### src/rtl/btn_evt_pkg.sv
// Shared event-type encodings and index-width helper for the button event encoder.
package btn_evt_pkg;

  localparam logic [1:0] EVT_NONE    = 2'b00;
  localparam logic [1:0] EVT_PRESS   = 2'b01;
  localparam logic [1:0] EVT_RELEASE = 2'b10;
  localparam logic [1:0] EVT_LONG    = 2'b11;

  function automatic int idx_w(input int w);
    return (w < 2) ? 1 : $clog2(w);
  endfunction

endpackage

### src/rtl/btn_evt_fifo.sv
// First-word-fall-through event queue; head reads as zero while empty.
module btn_evt_fifo #(
  parameter int DATA_W = 5,
  parameter int DEPTH  = 4
) (
  input  logic              clk,
  input  logic              rst_n,
  input  logic              push,
  input  logic [DATA_W-1:0] push_data,
  input  logic              pop,
  output logic              valid,
  output logic              full,
  output logic [DATA_W-1:0] head
);

  localparam int PTRW = (DEPTH < 2) ? 1 : $clog2(DEPTH);
  localparam int CNTW = PTRW + 1;

  logic [DATA_W-1:0] mem [DEPTH];
  logic [PTRW-1:0]   wr_ptr;
  logic [PTRW-1:0]   rd_ptr;
  logic [CNTW-1:0]   count;
  logic              do_push;
  logic              do_pop;

  assign full    = (count == CNTW'(DEPTH));
  assign valid   = (count != '0);
  assign do_push = push && !full;
  assign do_pop  = pop && valid;
  assign head    = valid ? mem[rd_ptr] : '0;

  always_ff @(posedge clk) begin
    if (!rst_n) begin
      wr_ptr <= '0;
      rd_ptr <= '0;
      count  <= '0;
    end else begin
      if (do_push) wr_ptr <= wr_ptr + 1'b1;
      if (do_pop)  rd_ptr <= rd_ptr + 1'b1;
      case ({do_push, do_pop})
        2'b10:   count <= count + 1'b1;
        2'b01:   count <= count - 1'b1;
        default: count <= count;
      endcase
    end
  end

  // Storage carries no reset; the head mux hides stale words while empty.
  always_ff @(posedge clk) begin
    if (do_push) mem[wr_ptr] <= push_data;
  end

endmodule

### src/rtl/btn_event_encoder.sv
// Turns debounced button levels into queued PRESS / RELEASE / LONG events,
// lowest button index first, with a sticky flag for overwritten events.
module btn_event_encoder
  import btn_evt_pkg::*;
#(
  parameter  int WIDTH      = 8,
  parameter  int LONG_CNT   = 50_000_000,
  parameter  int FIFO_DEPTH = 4,
  localparam int IDXW       = idx_w(WIDTH)
) (
  input  logic             clk,
  input  logic             rst_n,
  input  logic [WIDTH-1:0] btn_lvl,
  input  logic             evt_ready,
  output logic             evt_valid,
  output logic [IDXW-1:0]  evt_idx,
  output logic [1:0]       evt_type,
  output logic             evt_ovf
);

  localparam int              CNTW      = $clog2(LONG_CNT + 1);
  localparam logic [CNTW-1:0] LONG_MAX  = CNTW'(LONG_CNT);
  localparam logic [CNTW-1:0] LONG_LAST = CNTW'(LONG_CNT - 1);

  logic [WIDTH-1:0] lvl_q;
  logic [1:0]       pending  [WIDTH];
  logic [CNTW-1:0]  hold_cnt [WIDTH];
  logic [1:0]       new_evt  [WIDTH];
  logic [WIDTH-1:0] clr;
  logic             ovf_hit;
  logic             any_pend;
  logic [IDXW-1:0]  sel_idx;
  logic [1:0]       sel_type;
  logic             push;
  logic             fifo_full;

  // Event detection: edges against the registered level, LONG on the count-up into LONG_CNT.
  always_comb begin
    for (int i = 0; i < WIDTH; i++) begin
      new_evt[i] = EVT_NONE;
      if (!btn_lvl[i] && lvl_q[i])
        new_evt[i] = EVT_RELEASE;
      else if (btn_lvl[i] && hold_cnt[i] == LONG_LAST)
        new_evt[i] = EVT_LONG;
      else if (btn_lvl[i] && !lvl_q[i])
        new_evt[i] = EVT_PRESS;
    end
  end

  // Fixed-priority arbiter: descending scan so the lowest pending index wins.
  always_comb begin
    any_pend = 1'b0;
    sel_idx  = '0;
    sel_type = EVT_NONE;
    for (int i = WIDTH - 1; i >= 0; i--) begin
      if (pending[i] != EVT_NONE) begin
        any_pend = 1'b1;
        sel_idx  = IDXW'(i);
        sel_type = pending[i];
      end
    end
  end

  assign push = any_pend && !fifo_full;

  always_comb begin
    ovf_hit = 1'b0;
    for (int i = 0; i < WIDTH; i++) begin
      clr[i] = push && (sel_idx == IDXW'(i));
      if (new_evt[i] != EVT_NONE && pending[i] != EVT_NONE && !clr[i])
        ovf_hit = 1'b1;
    end
  end

  always_ff @(posedge clk) begin
    if (!rst_n) begin
      lvl_q   <= '0;
      evt_ovf <= 1'b0;
      for (int i = 0; i < WIDTH; i++) begin
        pending[i]  <= EVT_NONE;
        hold_cnt[i] <= '0;
      end
    end else begin
      lvl_q <= btn_lvl;
      if (ovf_hit) evt_ovf <= 1'b1;
      for (int i = 0; i < WIDTH; i++) begin
        // A fresh event beats the clear of the entry being pushed this edge.
        if (new_evt[i] != EVT_NONE)
          pending[i] <= new_evt[i];
        else if (clr[i])
          pending[i] <= EVT_NONE;

        if (!btn_lvl[i])
          hold_cnt[i] <= '0;
        else if (hold_cnt[i] != LONG_MAX)
          hold_cnt[i] <= hold_cnt[i] + 1'b1;
      end
    end
  end

  btn_evt_fifo #(
    .DATA_W (IDXW + 2),
    .DEPTH  (FIFO_DEPTH)
  ) u_fifo (
    .clk       (clk),
    .rst_n     (rst_n),
    .push      (push),
    .push_data ({sel_idx, sel_type}),
    .pop       (evt_ready),
    .valid     (evt_valid),
    .full      (fifo_full),
    .head      ({evt_idx, evt_type})
  );

endmodule

### config.mk
export PLATFORM = sky130hd
export DESIGN_NAME = btn_event_encoder
export DESIGN_NICKNAME = d
export VERILOG_FILES = /design/src/rtl/btn_evt_pkg.sv /design/src/rtl/btn_evt_fifo.sv /design/src/rtl/btn_event_encoder.sv
export SDC_FILE = /design/constraint.sdc
export NUM_CORES = 1
export LEC_CHECK = 0
export CORE_ASPECT_RATIO = 0.6
export CORE_MARGIN = 2
export CORE_UTILIZATION = 47
export DETAILED_ROUTE_END_ITERATION = 6
export GPL_TIMING_DRIVEN = 0
export HOLD_SLACK_MARGIN = 0.12
export PLACE_DENSITY = 0.59
export SYNTH_ARGS = -nofsm -noshare
export SYNTH_HDL_FRONTEND = slang
export SYNTH_HIERARCHICAL = 1
export SYNTH_SLANG_ARGS = --single-unit
### constraint.sdc
create_clock -name clk -period 5.3 [get_ports clk]
set_clock_uncertainty 0.2 [all_clocks]
set_input_delay 0.795 -clock clk [delete_from_list [all_inputs] [get_ports clk]]
set_output_delay 0.795 -clock clk [all_outputs]
set_load 0.05 [all_outputs]
==> impl_metrics.xml, run 1 <==
<?xml version="1.0" encoding="UTF-8"?>
<metrics>
  <group name="run_status">
    <metric name="outcome" unit="">finished clean</metric>
  </group>
  <group name="finish">
    <metric name="final-instance-count-excl-fill" unit="">1857</metric>
    <metric name="drive_above_1_share" unit="%">5.46</metric>
    <metric name="filler_cell_count" unit="">2709</metric>
    <metric name="final_area" unit="um2">15900</metric>
    <metric name="design.final.nets" unit="">1463</metric>
    <metric name="syn2layout_area_growth" unit="%">10.5</metric>
  </group>
  <group name="floorplanning">
    <metric name="placeable_core_area" unit="um2">30000</metric>
    <metric name="i_o_pin_count" unit="">18</metric>
    <metric name="start_util" unit="%">47.9</metric>
    <metric name="die_w" unit="um">230</metric>
    <metric name="placement_rows" unit="">49</metric>
    <metric name="die-height" unit="um">139</metric>
    <metric name="fp.dieArea" unit="um2">32000</metric>
  </group>
  <group name="global_route">
    <metric name="via_count_of_the_first_global_routing_pass" unit="">9100</metric>
    <metric name="gr-usage-met2" unit="%">23.7</metric>
    <metric name="grt_pass1_wl" unit="mm">47.4</metric>
    <metric name="grt_util_met3" unit="%">2.91</metric>
    <metric name="global_route.overflow_total" unit="">0</metric>
    <metric name="antenna_found_initial" unit="">1</metric>
    <metric name="grt_util_met1" unit="%">29.9</metric>
    <metric name="global_route.usage.total" unit="%">17.9</metric>
    <metric name="busiest_layer" unit="">met1</metric>
    <metric name="grt_start_max_net_pins" unit="">27</metric>
  </group>
  <group name="clock_network">
    <metric name="cts_hold_buffers" unit="">0</metric>
    <metric name="insertion_delay" unit="ps">550</metric>
    <metric name="cts.root.buffer_cell" unit="">clkbuf_16</metric>
    <metric name="cts_tree" unit="">done</metric>
    <metric name="post_cts_resized" unit="">0</metric>
    <metric name="clk_path_buf_depth" unit="">3</metric>
    <metric name="htreeDepth" unit="">1</metric>
    <metric name="clk_pin_slew" unit="ps">60</metric>
    <metric name="tritoncts_num_sinks" unit="">262</metric>
    <metric name="tritoncts_buffer_count" unit="">27</metric>
    <metric name="cts_setup_buffers" unit="">0</metric>
  </group>
  <group name="detailed_routing">
    <metric name="wire_per_inst" unit="um">15.3</metric>
    <metric name="drc" unit="">0</metric>
    <metric name="initialDrtViolationCount" unit="">607</metric>
    <metric name="antenna_left" unit="">0</metric>
    <metric name="drt-total-wl" unit="mm">28.4</metric>
    <metric name="avgViaCountPerCell" unit="">5.30</metric>
    <metric name="drt-pass1-iter-count" unit="">5</metric>
    <metric name="vias" unit="">9842</metric>
  </group>
  <group name="synth">
    <metric name="proportion_of_register_bits_with_asynchronous_set_or_reset_after_synthesis" unit="%">0</metric>
    <metric name="synth_flop_cell" unit="">edfxtp_1</metric>
    <metric name="synthesized_netlist_cell_count" unit="">1384</metric>
    <metric name="mappedNetlistNets" unit="">1417</metric>
    <metric name="netlist_area" unit="um2">14300</metric>
    <metric name="postSynthRegisterBits" unit="">262</metric>
    <metric name="yosysWarningCount" unit="">6</metric>
    <metric name="synth-edff-count" unit="">244</metric>
    <metric name="synth_cell_type_count" unit="">71</metric>
    <metric name="syn_avg_cell_area" unit="um2">10.4</metric>
    <metric name="synth.yosys.seq_area_share" unit="%">53.6</metric>
  </group>
  <group name="critical_path">
    <metric name="crit_slowest_cell" unit="">clkdlybuf4s50_1</metric>
    <metric name="timing.critical_path.arrival" unit="ps">2380</metric>
    <metric name="worst_r2r_endpoint" unit="">u_fifo/count[2]</metric>
    <metric name="type_of_destination_of_the_critical_path" unit="">primary output</metric>
    <metric name="criticalPathCategory" unit="">flip-flop to primary output</metric>
    <metric name="maximum_cell_stage_delay_along_the_critical_path" unit="ps">690</metric>
    <metric name="critical_path_buf_inv_count" unit="">2</metric>
    <metric name="r2r_setup_slk" unit="ps">2120</metric>
    <metric name="worst_ep_required_time" unit="ps">4300</metric>
    <metric name="critical_path.reg2reg.startpoint" unit="">pending[0][5]</metric>
    <metric name="critical-path-top-delay-family" unit="">buffers and inverters</metric>
    <metric name="worst_r2r_path_depth" unit="">13</metric>
    <metric name="cp_cell_sequence" unit="">buf_6 -&gt; mux4_2 -&gt; and2b_1 -&gt; clkdlybuf4s50_1</metric>
    <metric name="path_max_fanout" unit="">5</metric>
    <metric name="worstSetupStartpointType" unit="">flip-flop</metric>
  </group>
  <group name="sta">
    <metric name="setup_total_negative_slack" unit="ps">0</metric>
    <metric name="rsz_0062_raised_after_global_routing" unit="">false</metric>
    <metric name="period_share" unit="%">63.6</metric>
    <metric name="worst-slew-pin-transition" unit="ps">1150</metric>
    <metric name="setup_viol" unit="">0</metric>
    <metric name="final_max_slew_viol_count" unit="">0</metric>
    <metric name="timing.hold.ws" unit="ps">298</metric>
    <metric name="finalHoldViolations" unit="">0</metric>
    <metric name="timing.final.crit_period" unit="ps">3370</metric>
    <metric name="slew-limit-headroom" unit="%">23.4</metric>
    <metric name="achievable-frequency" unit="MHz">297</metric>
  </group>
  <group name="power_and_ir_drop">
    <metric name="cellInternalPower" unit="W">0.00366</metric>
    <metric name="p_leak" unit="nW">5.44</metric>
    <metric name="power.switching" unit="W">0.00122</metric>
    <metric name="vdd.ir_drop.worst" unit="mV">0.233</metric>
    <metric name="powerDensity" unit="nW/um2">308</metric>
    <metric name="power.combinational.fraction" unit="%">12.7</metric>
    <metric name="power.share.switching" unit="%">25.0</metric>
    <metric name="clk_pwr_share" unit="%">37.8</metric>
    <metric name="sequentialPowerShare" unit="%">49.4</metric>
  </group>
  <group name="placement">
    <metric name="gpl_wtd_cong" unit="">0.780</metric>
    <metric name="placed_cells_incl_taps" unit="">1809</metric>
    <metric name="dp_hpwl" unit="mm">19.9</metric>
    <metric name="placement.io_buffers" unit="">17</metric>
    <metric name="postPlaceCellArea" unit="um2">15000</metric>
  </group>
  <group name="min_path">
    <metric name="worst_hold_startpoint" unit="">u_fifo/wr_ptr[0]</metric>
    <metric name="min_delay_path_depth" unit="">2</metric>
    <metric name="class_of_the_tightest_hold_or_removal_check" unit="">flip-flop to flip-flop</metric>
    <metric name="min_to" unit="">u_fifo/wr_ptr[0]</metric>
  </group>
  <group name="run">
    <metric name="drv_cap" unit="">0</metric>
  </group>
</metrics>
[how the worst max path moves through the flow]
stage | from | end | slack, ps | cells after the start
floorplan | pending[0][5] | u_fifo/count[2] | 2480 | 13
global placement | rst_n | hold_cnt[1][53] | 1550 | 4
detailed placement | rst_n | hold_cnt[0][20] | 1570 | 5
CTS | flip-flop | evt_type[0] | 1880 | 4
global route | flip-flop | evt_idx[1] | 1850 | 4
finish | flip-flop | evt_idx[1] | 1930 | 4
[per-stage QoR]
stage / power, W / setup WS, ps / util, %
after floorplan: 0.00290 / 2480 / -
after global placement: 0.00307 / 1550 / 50.1
after detailed placement: 0.00308 / 1570 / 50.1
after CTS: 0.00493 / 1880 / 52.9
after global routing: 0.00508 / 1850 / 52.9
final: 0.00488 / 1930 / 52.9
[power groups by stage]
stage               registers (W)  logic (W)  clock network, W
finish                    0.00241   0.000621           0.00185
global route              0.00242   0.000679           0.00198
CTS                       0.00241   0.000630           0.00189
detailed placement        0.00245   0.000628                 0
floorplan                 0.00244   0.000454                 0
global placement          0.00245   0.000617                 0
[per-layer routing]
layer	up-vias	share of wire, %
met5	-	0
met4	0	1.7
met3	33	3.7
met2	147	38
met1	4668	56
li1	4994	-
[layout make-up]
type | count | area (um2) | share of cell area (%)
timing repair buffer | 17 | 170 | 1.07
sequential | 262 | 7690 | 48.5
multi-input combinational | 1022 | 6230 | 39.3
buffer | 37 | 193 | 1.22
clock inverter | 4 | 67.6 | 0.426
clock buffer | 43 | 756 | 4.77
inverter | 63 | 236 | 1.49
antenna | 1 | 2.50 | 0.0158
tap | 408 | 510 | 3.22
[flip-flops by register name (all words and copies together) (netlist names), named ones only]
| signal | count |
|---|---|
| evt_ovf | 1 |
| hold_cnt | 208 |
| u_fifo/wr_ptr | 2 |
| pending | 16 |
| u_fifo/mem | 20 |
| u_fifo/count | 3 |
| u_fifo/rd_ptr | 2 |
| lvl_q | 8 |
[cells by family (layout without fill, tap and decap cells)]
| group | count (synthesis) | in the layout | synth area share [%] |
|---|---|---|---|
| xor+xnor | 185 | 185 | 11.3 |
| other cells | 0 | 1 | 0 |
| simple gates | 717 | 717 | 25.1 |
| buf+inv | 100 | 164 | 2.99 |
| flops | 262 | 262 | 53.6 |
| fa+ha+maj | 22 | 22 | 1.97 |
| compound gates | 86 | 86 | 3.84 |
| mux | 12 | 12 | 1.27 |
[worst reg2reg max path: cells and delay by family, from the launching register on]
family          cells  cell delay (ps)
flops               1              430
fa+ha+maj           2              540
xor+xnor            1              160
simple gates        5             1240
buf+inv             3              300
compound gates      2              250
[cell usage after synthesis (all sizes together), types with 10 or more instances]
cell type | instances | area, um2
dfxtp | 18 | 360
clkbuf | 23 | 88.8
inv | 63 | 236
xor2 | 103 | 902
nor4 | 19 | 119
o21ai | 25 | 133
nor3 | 33 | 191
or3 | 16 | 105
nor2 | 283 | 1070
nand4 | 46 | 294
and4 | 16 | 140
nand3 | 75 | 380
nand2 | 109 | 409
a21oi | 30 | 150
edfxtp | 244 | 7330
nor2b | 14 | 87.6
and2 | 17 | 106
nor4b | 14 | 135
ha | 21 | 263
and3 | 30 | 189
nand2b | 10 | 62.6
buf | 14 | 104
xnor2 | 82 | 718
[cells in the final DEF, fill, tap and decap left out, types with 8 or more instances in the layout]
master           instances
and4_1                  16
inv_1                   63
clkbuf_16               27
and2_1                  15
and3_1                  29
buf_2                    8
nor2_1                 281
nand2b_1                10
nand4_1                 45
nor2b_1                 14
nand3_1                 74
xnor2_1                 82
clkdlybuf4s50_1         17
o21ai_0                 16
nor3_1                  29
edfxtp_1               244
a21oi_1                 30
clkbuf_1                35
ha_1                    21
dfxtp_1                 18
nand2_1                109
nor4b_1                 12
xor2_1                 103
nor4_1                  19
or3_1                   15
Power figures use the tool's default switching activity.
==> inputs of run 2 (changes only) <==
==> constraint.sdc (replaced) <==
create_clock -name clk -period 3.2 [get_ports clk]
set_clock_uncertainty 0.2 [all_clocks]
set_input_delay 0.48 -clock clk [delete_from_list [all_inputs] [get_ports clk]]
set_output_delay 0.48 -clock clk [all_outputs]
set_load 0.05 [all_outputs]
==> run 2 against run 1 <==
Effect of this change:
- first-iteration DRC count down 2.6%
- clock power increased by 65%
- hold slack about the same
- power grew 66%
- sequential power increased by 66%
- non-clock buffer count unchanged
- wire length grew 0.14%
- critical endpoint unchanged
- largest power group unchanged
==> impl_metrics.xml, run 2 (synthesis gave the netlist of run 1 again) <==
<?xml version="1.0" encoding="UTF-8"?>
<metrics>
  <group name="run_status">
    <metric name="outcome" unit="">finished clean</metric>
  </group>
  <group name="critical_path">
    <metric name="timing.critical_path.arrival" unit="ps">2390</metric>
    <metric name="r2r_setup_slk" unit="ps">240</metric>
    <metric name="path_depth" unit="">4</metric>
    <metric name="cp_cell_sequence" unit="">buf_6 -&gt; mux4_2 -&gt; and2b_1 -&gt; clkdlybuf4s50_1</metric>
    <metric name="maximum_cell_stage_delay_along_the_critical_path" unit="ps">690</metric>
    <metric name="crit_slowest_cell" unit="">clkdlybuf4s50_1</metric>
    <metric name="path_max_fanout" unit="">5</metric>
    <metric name="worstSetupStartpointType" unit="">flip-flop</metric>
    <metric name="critical-path-top-delay-family" unit="">buffers and inverters</metric>
    <metric name="criticalPathCategory" unit="">flip-flop to primary output</metric>
    <metric name="worst_ep_required_time" unit="ps">2520</metric>
    <metric name="worst_r2r_endpoint" unit="">hold_cnt[0][60]</metric>
    <metric name="worst_r2r_path_depth" unit="">5</metric>
    <metric name="critical_path_buf_inv_count" unit="">2</metric>
    <metric name="type_of_destination_of_the_critical_path" unit="">primary output</metric>
    <metric name="critical_path.reg2reg.startpoint" unit="">hold_cnt[0][62]</metric>
  </group>
  <group name="power_and_ir_drop">
    <metric name="power.switching" unit="W">0.00203</metric>
    <metric name="power.share.switching" unit="%">25.1</metric>
    <metric name="vdd.ir_drop.worst" unit="mV">0.384</metric>
    <metric name="sequentialPowerShare" unit="%">49.4</metric>
    <metric name="powerDensity" unit="nW/um2">510</metric>
    <metric name="clk_pwr_share" unit="%">37.8</metric>
    <metric name="cellInternalPower" unit="W">0.00606</metric>
    <metric name="p_leak" unit="nW">5.45</metric>
    <metric name="power.combinational.fraction" unit="%">12.8</metric>
  </group>
  <group name="min_path">
    <metric name="min_delay_path_depth" unit="">2</metric>
    <metric name="class_of_the_tightest_hold_or_removal_check" unit="">flip-flop to flip-flop</metric>
    <metric name="worst_hold_startpoint" unit="">u_fifo/wr_ptr[0]</metric>
    <metric name="min_to" unit="">u_fifo/wr_ptr[0]</metric>
  </group>
  <group name="finish">
    <metric name="multi_input_comb_area" unit="um2">6250</metric>
    <metric name="mostFrequentLayoutCells" unit="">nor2_1, edfxtp_1, nand2_1</metric>
    <metric name="regMostFlops" unit="">hold_cnt</metric>
    <metric name="filler_cell_count" unit="">2710</metric>
    <metric name="largest_reg_flops" unit="">208</metric>
    <metric name="top_regs" unit="">hold_cnt: 208 flops, u_fifo/mem: 20 flops, pending: 16 flops</metric>
    <metric name="layout_commonest_cell" unit="">nor2_1</metric>
    <metric name="drive_above_1_share" unit="%">5.80</metric>
    <metric name="design.final.nets" unit="">1463</metric>
    <metric name="sequential_cell_area" unit="um2">7690</metric>
    <metric name="syn2layout_area_growth" unit="%">10.6</metric>
    <metric name="layout.core_utilization" unit="%">52.9</metric>
  </group>
  <group name="floorplanning">
    <metric name="i_o_pin_count" unit="">18</metric>
    <metric name="placeable_core_area" unit="um2">30000</metric>
    <metric name="die-height" unit="um">139</metric>
    <metric name="placement_rows" unit="">49</metric>
    <metric name="die_w" unit="um">230</metric>
    <metric name="fp.dieArea" unit="um2">32000</metric>
    <metric name="start_util" unit="%">47.9</metric>
  </group>
  <group name="detailed_routing">
    <metric name="drt-pass1-iter-count" unit="">5</metric>
    <metric name="wire_per_inst" unit="um">15.3</metric>
    <metric name="vias" unit="">9829</metric>
    <metric name="antenna_left" unit="">0</metric>
    <metric name="avgViaCountPerCell" unit="">5.29</metric>
    <metric name="drc" unit="">0</metric>
    <metric name="drt-total-wl" unit="mm">28.5</metric>
    <metric name="initialDrtViolationCount" unit="">591</metric>
  </group>
  <group name="clock_network">
    <metric name="cts_hold_buffers" unit="">0</metric>
    <metric name="insertion_delay" unit="ps">550</metric>
    <metric name="clk_pin_slew" unit="ps">60</metric>
    <metric name="tritoncts_num_sinks" unit="">262</metric>
    <metric name="htreeDepth" unit="">1</metric>
    <metric name="clk_path_buf_depth" unit="">3</metric>
    <metric name="cts.root.buffer_cell" unit="">clkbuf_16</metric>
    <metric name="cts_tree" unit="">done</metric>
    <metric name="tritoncts_buffer_count" unit="">27</metric>
  </group>
  <group name="global_route">
    <metric name="global_route.overflow_total" unit="">0</metric>
    <metric name="antenna_found_initial" unit="">1</metric>
    <metric name="grt_start_max_net_pins" unit="">27</metric>
    <metric name="global_route.usage.total" unit="%">17.9</metric>
    <metric name="via_count_of_the_first_global_routing_pass" unit="">9100</metric>
    <metric name="grt_pass1_wl" unit="mm">47.4</metric>
  </group>
  <group name="sta">
    <metric name="finalHoldViolations" unit="">0</metric>
    <metric name="rsz_0062_raised_after_global_routing" unit="">false</metric>
    <metric name="postLayoutSetupSlackWorst" unit="ps">135</metric>
    <metric name="worst-slew-pin-transition" unit="ps">1140</metric>
    <metric name="timing.final.crit_period" unit="ps">3070</metric>
    <metric name="setup_viol" unit="">0</metric>
    <metric name="period_share" unit="%">95.8</metric>
    <metric name="final_max_slew_viol_count" unit="">0</metric>
    <metric name="slew-limit-headroom" unit="%">23.8</metric>
    <metric name="achievable-frequency" unit="MHz">326</metric>
  </group>
  <group name="run">
    <metric name="drv_cap" unit="">0</metric>
  </group>
  <group name="placement">
    <metric name="dp_hpwl" unit="mm">19.9</metric>
    <metric name="gpl_wtd_cong" unit="">0.780</metric>
    <metric name="placement.io_buffers" unit="">17</metric>
    <metric name="dp_slack" unit="ps">-218</metric>
  </group>
</metrics>
run 2: cell types whose count changed in the layout (fill, tap and decap cells not counted):
| cell | previous run | this run |
|---|---|---|
| nand2_1 | 109 | 106 |
| nand2_2 | 0 | 3 |
| nor2_1 | 281 | 280 |
| nor2_2 | 1 | 2 |
| nor3_1 | 29 | 28 |
| nor3_2 | 3 | 4 |
run 2: layout make-up:
cell class                      instances  area share (%)
Buffer                                 37            1.21
Clock buffer                           43            4.76
Clock inverter                          4           0.426
Inverter                               63            1.49
Tap cell                              408            3.22
Timing Repair Buffer                   17            1.07
Multi-Input combinational cell       1022            39.4
Sequential cell                       262            48.4
Antenna cell                            1          0.0158
run 2: worst max path at each step:
stage	start	endpoint	slack (ps)
2_1_floorplan	pending[0][5]	u_fifo/count[2]	380
3_3_place_gp	rst_n	hold_cnt[1][53]	-240
3_5_place_dp	rst_n	hold_cnt[0][20]	-220
4_1_cts	pending[0][5]	u_fifo/count[2]	20
5_1_grt	pending[0][5]	u_fifo/count[2]	10
6_report	flip-flop	evt_idx[1]	130
run 2: timing repair:
item	CTS	global route
resized for setup	1	4
endpoints found under the setup margin	26	27
setup buffers	0	0
run 2: tightest hold or removal path, stage by stage, from the launching register on:
cell	delay (ps)
dfxtp_1	340
nand2_1	60
mux2i_1	50
run 2: per-stage QoR:
step	hold slack, ps	area [um2]	power (W)	instances	TNS [ps]
3_5_place_dp	285	15000	0.00510	1809	-13960
6_report	298	15900	0.00809	1857	0
5_1_grt	330	15900	0.00841	1857	0
4_1_cts	301	15900	0.00817	1856	0
3_3_place_gp	279	15000	0.00508	1809	-17450
2_1_floorplan	261	14300	0.00480	1384	0
run 2: layer usage:
layer  global-route usage [%]  vias up  routed length (um)
met5                        0        -                   0
met4                     3.83        0                 489
met2                     23.7      153               10900
li1                         -     4992                   -
met3                     2.91       33                1110
met1                     29.9     4651               16000
run 2: power groups by stage:
stage	logic (W)	clock network [W]	registers (W)
6_report	0.00104	0.00306	0.00399
2_1_floorplan	0.000752	0	0.00404
3_5_place_dp	0.00104	0	0.00406
5_1_grt	0.00113	0.00328	0.00401
3_3_place_gp	0.00102	0	0.00406
4_1_cts	0.00104	0.00313	0.00399
==> inputs of run 3 (changes only) <==
--- a/config.mk
+++ b/config.mk
@@ -12,6 +12,7 @@
 export GPL_TIMING_DRIVEN = 0
 export HOLD_SLACK_MARGIN = 0.12
 export PLACE_DENSITY = 0.59
+export SETUP_SLACK_MARGIN = 0.2
 export SYNTH_ARGS = -nofsm -noshare
 export SYNTH_HDL_FRONTEND = slang
 export SYNTH_HIERARCHICAL = 1
==> run 3 against run 2 <==
Effect of this change:
- register-to-register slack better by 90 ps
- via count is 0.30% higher
- sequential share of layout area fell by 0.21 points
- critical endpoint is now u_fifo/count[2]
- critical path type is now flip-flop to flip-flop
- combinational power is essentially flat
- wire length up 0.40%
- first-iteration DRC count grew 8.6%
- critical path depth increased by 8
- setup slack improved by 190 ps
- power is essentially flat
- final area grew 0.44%
- fmax increased by 6.6%
- die area stayed put
==> impl_metrics.xml, run 3 (synthesis gave the netlist of run 1 again) <==
<?xml version="1.0" encoding="UTF-8"?>
<metrics>
  <group name="power_and_ir_drop">
    <metric name="powerDensity" unit="nW/um2">507</metric>
    <metric name="p_leak" unit="nW">5.51</metric>
    <metric name="vdd.ir_drop.worst" unit="mV">0.385</metric>
  </group>
  <group name="sta">
    <metric name="slew-limit-headroom" unit="%">24.1</metric>
    <metric name="rsz_0062_raised_after_global_routing" unit="">true</metric>
    <metric name="achievable-frequency" unit="MHz">348</metric>
    <metric name="period_share" unit="%">89.8</metric>
    <metric name="setup_viol" unit="">0</metric>
    <metric name="timing.final.crit_period" unit="ps">2870</metric>
    <metric name="postLayoutSetupSlackWorst" unit="ps">326</metric>
    <metric name="worst-slew-pin-transition" unit="ps">1140</metric>
    <metric name="timing.hold.ws" unit="ps">298</metric>
    <metric name="final_max_slew_viol_count" unit="">0</metric>
    <metric name="finalHoldViolations" unit="">0</metric>
    <metric name="setup_total_negative_slack" unit="ps">0</metric>
  </group>
  <group name="floorplanning">
    <metric name="placement_rows" unit="">49</metric>
    <metric name="i_o_pin_count" unit="">18</metric>
    <metric name="die-height" unit="um">139</metric>
    <metric name="start_util" unit="%">47.9</metric>
    <metric name="placeable_core_area" unit="um2">30000</metric>
    <metric name="die_w" unit="um">230</metric>
    <metric name="fp.dieArea" unit="um2">32000</metric>
  </group>
  <group name="finish">
    <metric name="syn2layout_area_growth" unit="%">11.1</metric>
    <metric name="mostFrequentLayoutCells" unit="">nor2_1, edfxtp_1, nand2_1</metric>
    <metric name="layout_commonest_cell" unit="">nor2_1</metric>
    <metric name="largest_reg_flops" unit="">208</metric>
    <metric name="top_regs" unit="">hold_cnt: 208 flops, u_fifo/mem: 20 flops, pending: 16 flops</metric>
    <metric name="design.final.nets" unit="">1465</metric>
    <metric name="final-instance-count-excl-fill" unit="">1859</metric>
    <metric name="regMostFlops" unit="">hold_cnt</metric>
    <metric name="drive_above_1_share" unit="%">6.76</metric>
    <metric name="layout.core_utilization" unit="%">53.2</metric>
  </group>
  <group name="detailed_routing">
    <metric name="drc" unit="">0</metric>
    <metric name="initialDrtViolationCount" unit="">642</metric>
    <metric name="drt-pass1-iter-count" unit="">5</metric>
    <metric name="antenna_left" unit="">0</metric>
    <metric name="vias" unit="">9858</metric>
    <metric name="drt-total-wl" unit="mm">28.6</metric>
    <metric name="avgViaCountPerCell" unit="">5.30</metric>
    <metric name="wire_per_inst" unit="um">15.4</metric>
  </group>
  <group name="critical_path">
    <metric name="worstSetupStartpointType" unit="">flip-flop</metric>
    <metric name="worst_ep_required_time" unit="ps">3470</metric>
    <metric name="critical_path.startpoint" unit="">pending[0][1]</metric>
    <metric name="path_max_fanout" unit="">7</metric>
    <metric name="critical_path.reg2reg.startpoint" unit="">pending[0][1]</metric>
    <metric name="timing.critical_path.arrival" unit="ps">3150</metric>
    <metric name="type_of_destination_of_the_critical_path" unit="">flip-flop</metric>
    <metric name="criticalPathCategory" unit="">flip-flop to flip-flop</metric>
  </group>
  <group name="clock_network">
    <metric name="insertion_delay" unit="ps">550</metric>
    <metric name="tritoncts_num_sinks" unit="">262</metric>
    <metric name="clk_pin_slew" unit="ps">60</metric>
    <metric name="cts_tree" unit="">done</metric>
    <metric name="htreeDepth" unit="">1</metric>
    <metric name="cts.root.buffer_cell" unit="">clkbuf_16</metric>
    <metric name="tritoncts_buffer_count" unit="">27</metric>
    <metric name="clk_path_buf_depth" unit="">3</metric>
  </group>
  <group name="placement">
    <metric name="placed_cells_incl_taps" unit="">1809</metric>
    <metric name="dp_slack" unit="ps">-218</metric>
    <metric name="gpl_wtd_cong" unit="">0.780</metric>
    <metric name="placement.io_buffers" unit="">17</metric>
    <metric name="dp_hpwl" unit="mm">19.9</metric>
  </group>
  <group name="global_route">
    <metric name="global_route.usage.total" unit="%">17.9</metric>
    <metric name="grt_pass1_wl" unit="mm">47.5</metric>
    <metric name="antenna_found_initial" unit="">1</metric>
    <metric name="grt_start_max_net_pins" unit="">27</metric>
    <metric name="global_route.overflow_total" unit="">0</metric>
    <metric name="via_count_of_the_first_global_routing_pass" unit="">9114</metric>
  </group>
  <group name="min_path">
    <metric name="worst_hold_startpoint" unit="">u_fifo/wr_ptr[0]</metric>
    <metric name="class_of_the_tightest_hold_or_removal_check" unit="">flip-flop to flip-flop</metric>
  </group>
  <group name="run_status">
    <metric name="outcome" unit="">finished clean</metric>
  </group>
  <group name="run">
    <metric name="drv_cap" unit="">0</metric>
  </group>
</metrics>
==> run 3: cell count changes in the layout (fill, tap and decap cells not counted), moves of 2 or more <==
cell / delta
buf_4: +2
nor2_1: -5
clkbuf_1: -2
nand2_1: -2
clkbuf_2: +2
nand2_4: +2
nor2_2: +4
clkdlybuf4s50_1: -5
dlygate4sd2_1: +5
==> run 3: worst paths after layout <==
check | end | slack (ps) | cells past startpoint
max | u_fifo/count[2] | 330 | 12
max reg2reg | u_fifo/count[2] | 330 | 12
min reg2reg | u_fifo/wr_ptr[0] | 300 | 2
min | u_fifo/wr_ptr[0] | 300 | 2
==> run 3: layer usage <==
metal  part of all wire, %  vias up  track usage (%)
li1                      -     4996                -
met1                    56     4682             30.0
met2                    38      147             23.8
met3                   3.6       33             2.91
met4                   1.7        0             3.83
met5                     0        -                0
==> run 3: timing repair <==
item | 4_1_cts | 5_1_grt
setup buffers | 2 | 0
pin swaps | 0 | 1
setup endpoints to repair | 32 | 181
hold buffers | 0 | 0
gates resized for setup | 10 | 19
endpoints found under the hold margin | 0 | 0
==> run 3: critical path: stages, from the launching register on <==
cell and delay (ps):
edfxtp_1 400, or2_2 350, nor3_2 180, a21oi_1 80, nor2b_1 140, buf_2 180, inv_1 60, ha_1 170
inv_1 60, fa_1 370, xor2_1 160, or3_1 290, a21boi_0 160
==> run 3: where the power goes <==
part	leakage (nW)	switching, W	total, W	internal [W]
clock network	0.395	0.00130	0.00306	0.00176
registers	3.08	0.000102	0.00400	0.00390
logic	2.03	0.000639	0.00102	0.000383
total	5.51	0.00204	0.00808	0.00604
==> run 3: cell type report <==
class                      count  area [um2]
antenna                        1        2.50
clock buffer                  43         756
fill                        2704       14000
tap                          408         510
inverter                      63         236
timing repair buffer          19         179
multi-input combinational   1022        6310
buffer                        37         195
sequential                   262        7690
clock inverter                 4        67.6
==> run 3: through the flow <==
stage	total power [W]	cell area (um2)
final	0.00808	15900
after global routing	0.00841	15900
after CTS	0.00816	15900
after detailed placement	0.00510	15000
after global placement	0.00508	15000
after floorplan	0.00480	14300
